--- src/rtl/tff_counter_pkg.sv ---
`default_nettype none
// ============================================================================
//  Module      : tff_counter_pkg
//  Description : Mode encodings shared by the T-flop counter bank.
//  Revision    : 1.0  initial release
// ============================================================================
package tff_counter_pkg;

    localparam logic [1:0] MODE_HOLD = 2'b00;
    localparam logic [1:0] MODE_UP   = 2'b01;
    localparam logic [1:0] MODE_DOWN = 2'b10;
    localparam logic [1:0] MODE_MASK = 2'b11;

endpackage : tff_counter_pkg
`default_nettype wire

--- src/rtl/tff_cell.sv ---
`default_nettype none
// ============================================================================
//  Module      : tff_cell
//  Description : One-bit T flip-flop with synchronous reset and enable.
//  Revision    : 1.0  initial release
// ============================================================================
module tff_cell (
    input  logic clk,
    input  logic reset,
    input  logic en,
    input  logic T,
    output logic Q
);

    // Toggle on T when enabled; reset wins over everything.
    always_ff @(posedge clk) begin
        if (reset) begin
            Q <= 1'b0;
        end else if (en) begin
            Q <= Q ^ T;
        end
    end

endmodule : tff_cell
`default_nettype wire

--- src/rtl/tff_counter.sv ---
`default_nettype none
// ============================================================================
//  Module      : tff_counter
//  Description : WIDTH-bit bank of T flip-flops acting as a modulo up/down
//                counter with saturating parallel load and a raw toggle-mask
//                mode. The top level only computes per-cell toggle inputs.
//  Revision    : 1.0  initial release
// ============================================================================
module tff_counter
    import tff_counter_pkg::*;
#(
    parameter int WIDTH   = 4,
    parameter int MODULUS = 16
) (
    input  logic             clk,
    input  logic             reset,
    input  logic             en,
    input  logic [1:0]       mode,
    input  logic             load,
    input  logic [WIDTH-1:0] load_val,
    input  logic [WIDTH-1:0] t_mask,
    output logic [WIDTH-1:0] q,
    output logic             tc,
    output logic             wrap
);

    // Terminal value truncated to WIDTH bits; the modulus itself is kept one
    // bit wider so MODULUS == 2**WIDTH still compares correctly on load.
    localparam logic [WIDTH-1:0] C_TERM    = WIDTH'(MODULUS - 1);
    localparam logic [WIDTH:0]   C_MOD_EXT = (WIDTH+1)'(MODULUS);

    logic [WIDTH-1:0] q_q;
    logic [WIDTH-1:0] next_d;
    logic [WIDTH-1:0] w_toggle;
    logic [WIDTH-1:0] w_load_sat;
    logic             w_at_term;
    logic             w_at_zero;
    logic             wrap_d;
    logic             wrap_q;

    assign w_at_term  = (q_q == C_TERM);
    assign w_at_zero  = (q_q == '0);
    assign w_load_sat = ({1'b0, load_val} < C_MOD_EXT) ? load_val : C_TERM;

    // Next-state value and wrap pulse; load overrides the selected mode.
    always_comb begin
        next_d = q_q;
        wrap_d = 1'b0;
        if (load) begin
            next_d = w_load_sat;
        end else begin
            case (mode)
                MODE_HOLD: next_d = q_q;
                MODE_UP: begin
                    if (w_at_term) begin
                        next_d = '0;
                        wrap_d = 1'b1;
                    end else begin
                        next_d = q_q + WIDTH'(1);
                    end
                end
                MODE_DOWN: begin
                    if (w_at_zero) begin
                        next_d = C_TERM;
                        wrap_d = 1'b1;
                    end else begin
                        next_d = q_q - WIDTH'(1);
                    end
                end
                MODE_MASK: next_d = q_q ^ t_mask;
            endcase
        end
    end

    // Each cell flips exactly the bits that differ from the next value.
    assign w_toggle = q_q ^ next_d;

    generate
        for (genvar i = 0; i < WIDTH; i++) begin : g_cells
            tff_cell u_cell (
                .clk   (clk),
                .reset (reset),
                .en    (en),
                .T     (w_toggle[i]),
                .Q     (q_q[i])
            );
        end
    endgenerate

    // Wrap pulse register; disabled cycles clear any pending pulse.
    always_ff @(posedge clk) begin
        if (reset) begin
            wrap_q <= 1'b0;
        end else if (!en) begin
            wrap_q <= 1'b0;
        end else begin
            wrap_q <= wrap_d;
        end
    end

    assign q    = q_q;
    assign wrap = wrap_q;
    assign tc   = en & ~load & (((mode == MODE_UP)   & w_at_term) |
                                ((mode == MODE_DOWN) & w_at_zero));

endmodule : tff_counter
`default_nettype wire

--- config.mk ---
export PLATFORM = sky130hd
export DESIGN_NAME = tff_counter
export DESIGN_NICKNAME = d
export VERILOG_FILES = /design/src/rtl/tff_counter_pkg.sv /design/src/rtl/tff_cell.sv /design/src/rtl/tff_counter.sv
export SDC_FILE = /design/constraint.sdc
export NUM_CORES = 1
export LEC_CHECK = 0
export CAP_MARGIN = 0
export CORE_MARGIN = 1
export CORE_UTILIZATION = 43
export DETAILED_ROUTE_END_ITERATION = 8
export DONT_BUFFER_PORTS = 1
export HOLD_SLACK_MARGIN = 0.15
export MAX_ROUTING_LAYER = met4
export PLACE_DENSITY = 0.69
export SLEW_MARGIN = 5
export SYNTH_ARGS = -nofsm -noshare
export SYNTH_HDL_FRONTEND = slang
export SYNTH_SLANG_ARGS = --single-unit
--- constraint.sdc ---
create_clock -name clk -period 3.3 [get_ports clk]
set_input_delay 0.66 -clock clk [delete_from_list [all_inputs] [get_ports clk]]
set_output_delay 0.66 -clock clk [all_outputs]
set_load 0.02 [all_outputs]
==> impl_metrics.env <==
export IMPL_outcome="finished, final reports clean"
export IMPL_die_area_um2=1610
export IMPL_post_synth_inst_count=78
export IMPL_unrepaired_setup_endpoints_after_global_routing="false"
export IMPL_slowest_delay_ps=400
export IMPL_detailedPlace_worstSlack_ps=793
export IMPL_cell_type_with_the_highest_aggregate_area_in_the_netlist="sky130_fd_sc_hd__dfxtp_1"
export IMPL_first_pass_grt_wire_length_mm=2.09
export IMPL_cp_buffers_inverters=1
export IMPL_yosys_warnings=0
export IMPL_drt_iter0_drc=15
export IMPL_most_numerous_cell_in_the_yosys_netlist="sky130_fd_sc_hd__inv_1"
export IMPL_antenna_found_initial=0
export IMPL_postCtsResizedCells=0
export IMPL_number_of_global_route_vias_before_repair=472
export IMPL_syn_nets=98
export IMPL_dpl_hpwl_mm=1.01
export IMPL_row_count=13
export IMPL_period_share=0.755
export IMPL_clock_insertion_delay_worst_skew_ps=240
export IMPL_critical_path_slowest_cell="sky130_fd_sc_hd__nor3b_2"
export IMPL_netlist_area_leader_share=0.160
export IMPL_cp_max_fo=6
export IMPL_placedCellCount=84
export IMPL_achievable_frequency_mhz=402
export IMPL_layout_cells_non_filler=88
export IMPL_floorplan_die_height_um=40.2
export IMPL_gr_usage_all_layers=0.200
export IMPL_dr_pass1_iters=4
export IMPL_synth_async_sr_flop_share=0
export IMPL_power_density_nw_per_um2=331
export IMPL_cts_num_sinks=5
export IMPL_initial_utilization=0.470
export IMPL_deepest_clock_path_buffer_count=2
export IMPL_layout_nets=94
export IMPL_synth_top_cells_by_area="sky130_fd_sc_hd__dfxtp_1 16%, sky130_fd_sc_hd__ha_1 12%, sky130_fd_sc_hd__a21oi_1 6.4%"
export IMPL_synth_edf_count=0
export IMPL_filler_cell_count=151
export IMPL_post_route_setup_slack_ps=810
export IMPL_fp_dieW_um=40.2
export IMPL_vdd_drop_max_v=0.000225
export IMPL_ios=20
export IMPL_synth_sequential_area_ratio=0.160
export IMPL_layout_area_seq_um2=100
export IMPL_dominantRegCellSynth="sky130_fd_sc_hd__dfxtp_1"
export IMPL_max_cap_violations=0
export IMPL_clk_skew_ps=2.56
export IMPL_setup_viol=0
export IMPL_core_um2=1330
export IMPL_antenna_left=0
export IMPL_drt_drc_violations_left=0
export IMPL_layout_drive_gt1_share=0.0822
export IMPL_wire_per_inst_um=15.0
export IMPL_p_leak_nw=0.243
export IMPL_setup_worst_path_end_class="output pin"
export IMPL_synth_lib_cells_used_distinct=36
export IMPL_crit_path_cell_trace="inv_1, ha_1, nor4bb_4, a41oi_2, nor3b_2"
export IMPL_worst_rel_slew_slack=0.576
export IMPL_worstSetupStartpointType="primary input"
export IMPL_hold_buf_cts=0
export IMPL_multi_input_comb_area_um2=425
export IMPL_root_buffer="sky130_fd_sc_hd__clkbuf_4"
export IMPL_postSynthRegisterBits=5
export IMPL_post_synth_instance_area_um2=627
export IMPL_tritoncts="done"
export IMPL_globalplace_congestion=0.873
export IMPL_post_route_min_period_ps=2490
export IMPL_post_synth_most_frequent_cells="10 x sky130_fd_sc_hd__inv_1, 8 x sky130_fd_sc_hd__a21oi_1, 6 x sky130_fd_sc_hd__ha_1"
export IMPL_clock_pin_slew_of_the_registers_on_the_worst_case_setup_and_hold_paths_ps=40
export IMPL_io_buffer_count=0
export IMPL_final_hold_violation_count=0
export IMPL_setup_tns_final_ps=0
export IMPL_worst_endpoint_required_ps=2640
export IMPL_syn_mean_instance_area_um2=8.04
export IMPL_vias=535
export IMPL_worst_case_hold_slack_ps=484
export IMPL_pin_count_of_the_biggest_net_entering_global_routing=12
export IMPL_worst_path_top_cell_family_by_delay="simple AND/OR/NAND/NOR gates"
export IMPL_placedInstanceArea_um2=582
export IMPL_finish_instance_area_um2=608
export IMPL_route_detailed_vias_per_inst=6.08
export IMPL_cts_post_setup_buffers_inserted=0
export IMPL_hp_class="primary input to flop"
export IMPL_cts_buffers_inserted=3
export IMPL_antenna_cells=0
export IMPL_design_power_total_mw=0.201
export IMPL_finalMaxSlewViolations=0
export IMPL_area_delta_synth_final_pct=-2.99
export IMPL_global_route_overflow_total=0
export IMPL_htree_levels=1
export IMPL_worstSetupPathType="primary input to output pin"
export IMPL_layout_core_utilization=0.456
export IMPL_worst_endpoint_arrival_ps=1830
export IMPL_finalWirelength_mm=1.32
export IMPL_max_slew_worst_pin_slew_ps=635
-- cells in the final DEF (no fill, tap or decap) --
cell type	count
sky130_fd_sc_hd__o21bai_1	1
sky130_fd_sc_hd__nand2_1	2
sky130_fd_sc_hd__a31oi_1	1
sky130_fd_sc_hd__clkbuf_1	1
sky130_fd_sc_hd__a21oi_1	8
sky130_fd_sc_hd__and3b_1	1
sky130_fd_sc_hd__clkbuf_4	3
sky130_fd_sc_hd__o21ai_0	2
sky130_fd_sc_hd__nor2_1	4
sky130_fd_sc_hd__a221oi_1	1
sky130_fd_sc_hd__a32o_1	2
sky130_fd_sc_hd__nor2b_1	1
sky130_fd_sc_hd__or3_1	2
sky130_fd_sc_hd__nand2b_1	3
sky130_fd_sc_hd__a22o_1	1
sky130_fd_sc_hd__ha_1	6
sky130_fd_sc_hd__xor2_1	2
sky130_fd_sc_hd__a41oi_2	1
sky130_fd_sc_hd__o311a_1	1
sky130_fd_sc_hd__xnor2_1	1
sky130_fd_sc_hd__nor3b_2	1
sky130_fd_sc_hd__o211ai_1	2
sky130_fd_sc_hd__nand3_1	1
sky130_fd_sc_hd__o221ai_1	1
sky130_fd_sc_hd__a21boi_0	1
sky130_fd_sc_hd__or2b_1	1
sky130_fd_sc_hd__and2_1	1
sky130_fd_sc_hd__a21o_1	1
sky130_fd_sc_hd__o31ai_1	1
sky130_fd_sc_hd__inv_1	10
sky130_fd_sc_hd__dfxtp_1	5
sky130_fd_sc_hd__nor4bb_4	1
sky130_fd_sc_hd__nand4b_1	1
sky130_fd_sc_hd__a32oi_1	1
sky130_fd_sc_hd__a211oi_1	1
-- report_power, final --
part	switching (mW)	internal (mW)
Clock	0.0244	0.0457
Combinational	0.0229	0.0262
Sequential	0.0176	0.0646
Total	0.0649	0.136
-- worst paths after layout --
path                                           from  depth (start not counted)             endpoint  slack (ps)
worst max-delay path                        mode[0]                          5                   tc         810
worst min-delay path                          reset                          1  g_cells[2].u_cell.Q         480
worst min register to register  g_cells[1].u_cell.Q                          1  g_cells[1].u_cell.Q         810
worst max register to register  g_cells[0].u_cell.Q                          6                 wrap        1440
-- routing by layer --
layer / GRT usage / part of all wire / up-vias
met5: - / 0 / -
met4: 0 / 0 / 0
met3: 0.0944 / 0.047 / 0
met2: 0.339 / 0.49 / 14
met1: 0.228 / 0.46 / 256
li1: - / - / 265
-- state kept, by name, indices dropped and copies added, names as in the netlist --
signal,flops
g_cells.u_cell.Q,4
wrap,1
-- cell type report --
cell class | count | area share
Sequential cell | 5 | 0.165
Clock buffer | 4 | 0.0432
Tap cell | 15 | 0.0309
Inverter | 10 | 0.0617
Multi-Input combinational cell | 54 | 0.700
-- kinds of logic (layout without fill, tap and decap cells) --
kind of cell    Yosys count  after routing  share of synthesized area
compound gates           26             26                      0.303
buf+inv                  19             14                      0.162
xor+xnor                  3              3                     0.0419
fa+ha+maj                 6              6                      0.120
flops                     5              5                      0.160
simple gates             19             19                      0.214
(Power assumes the default switching activity.)
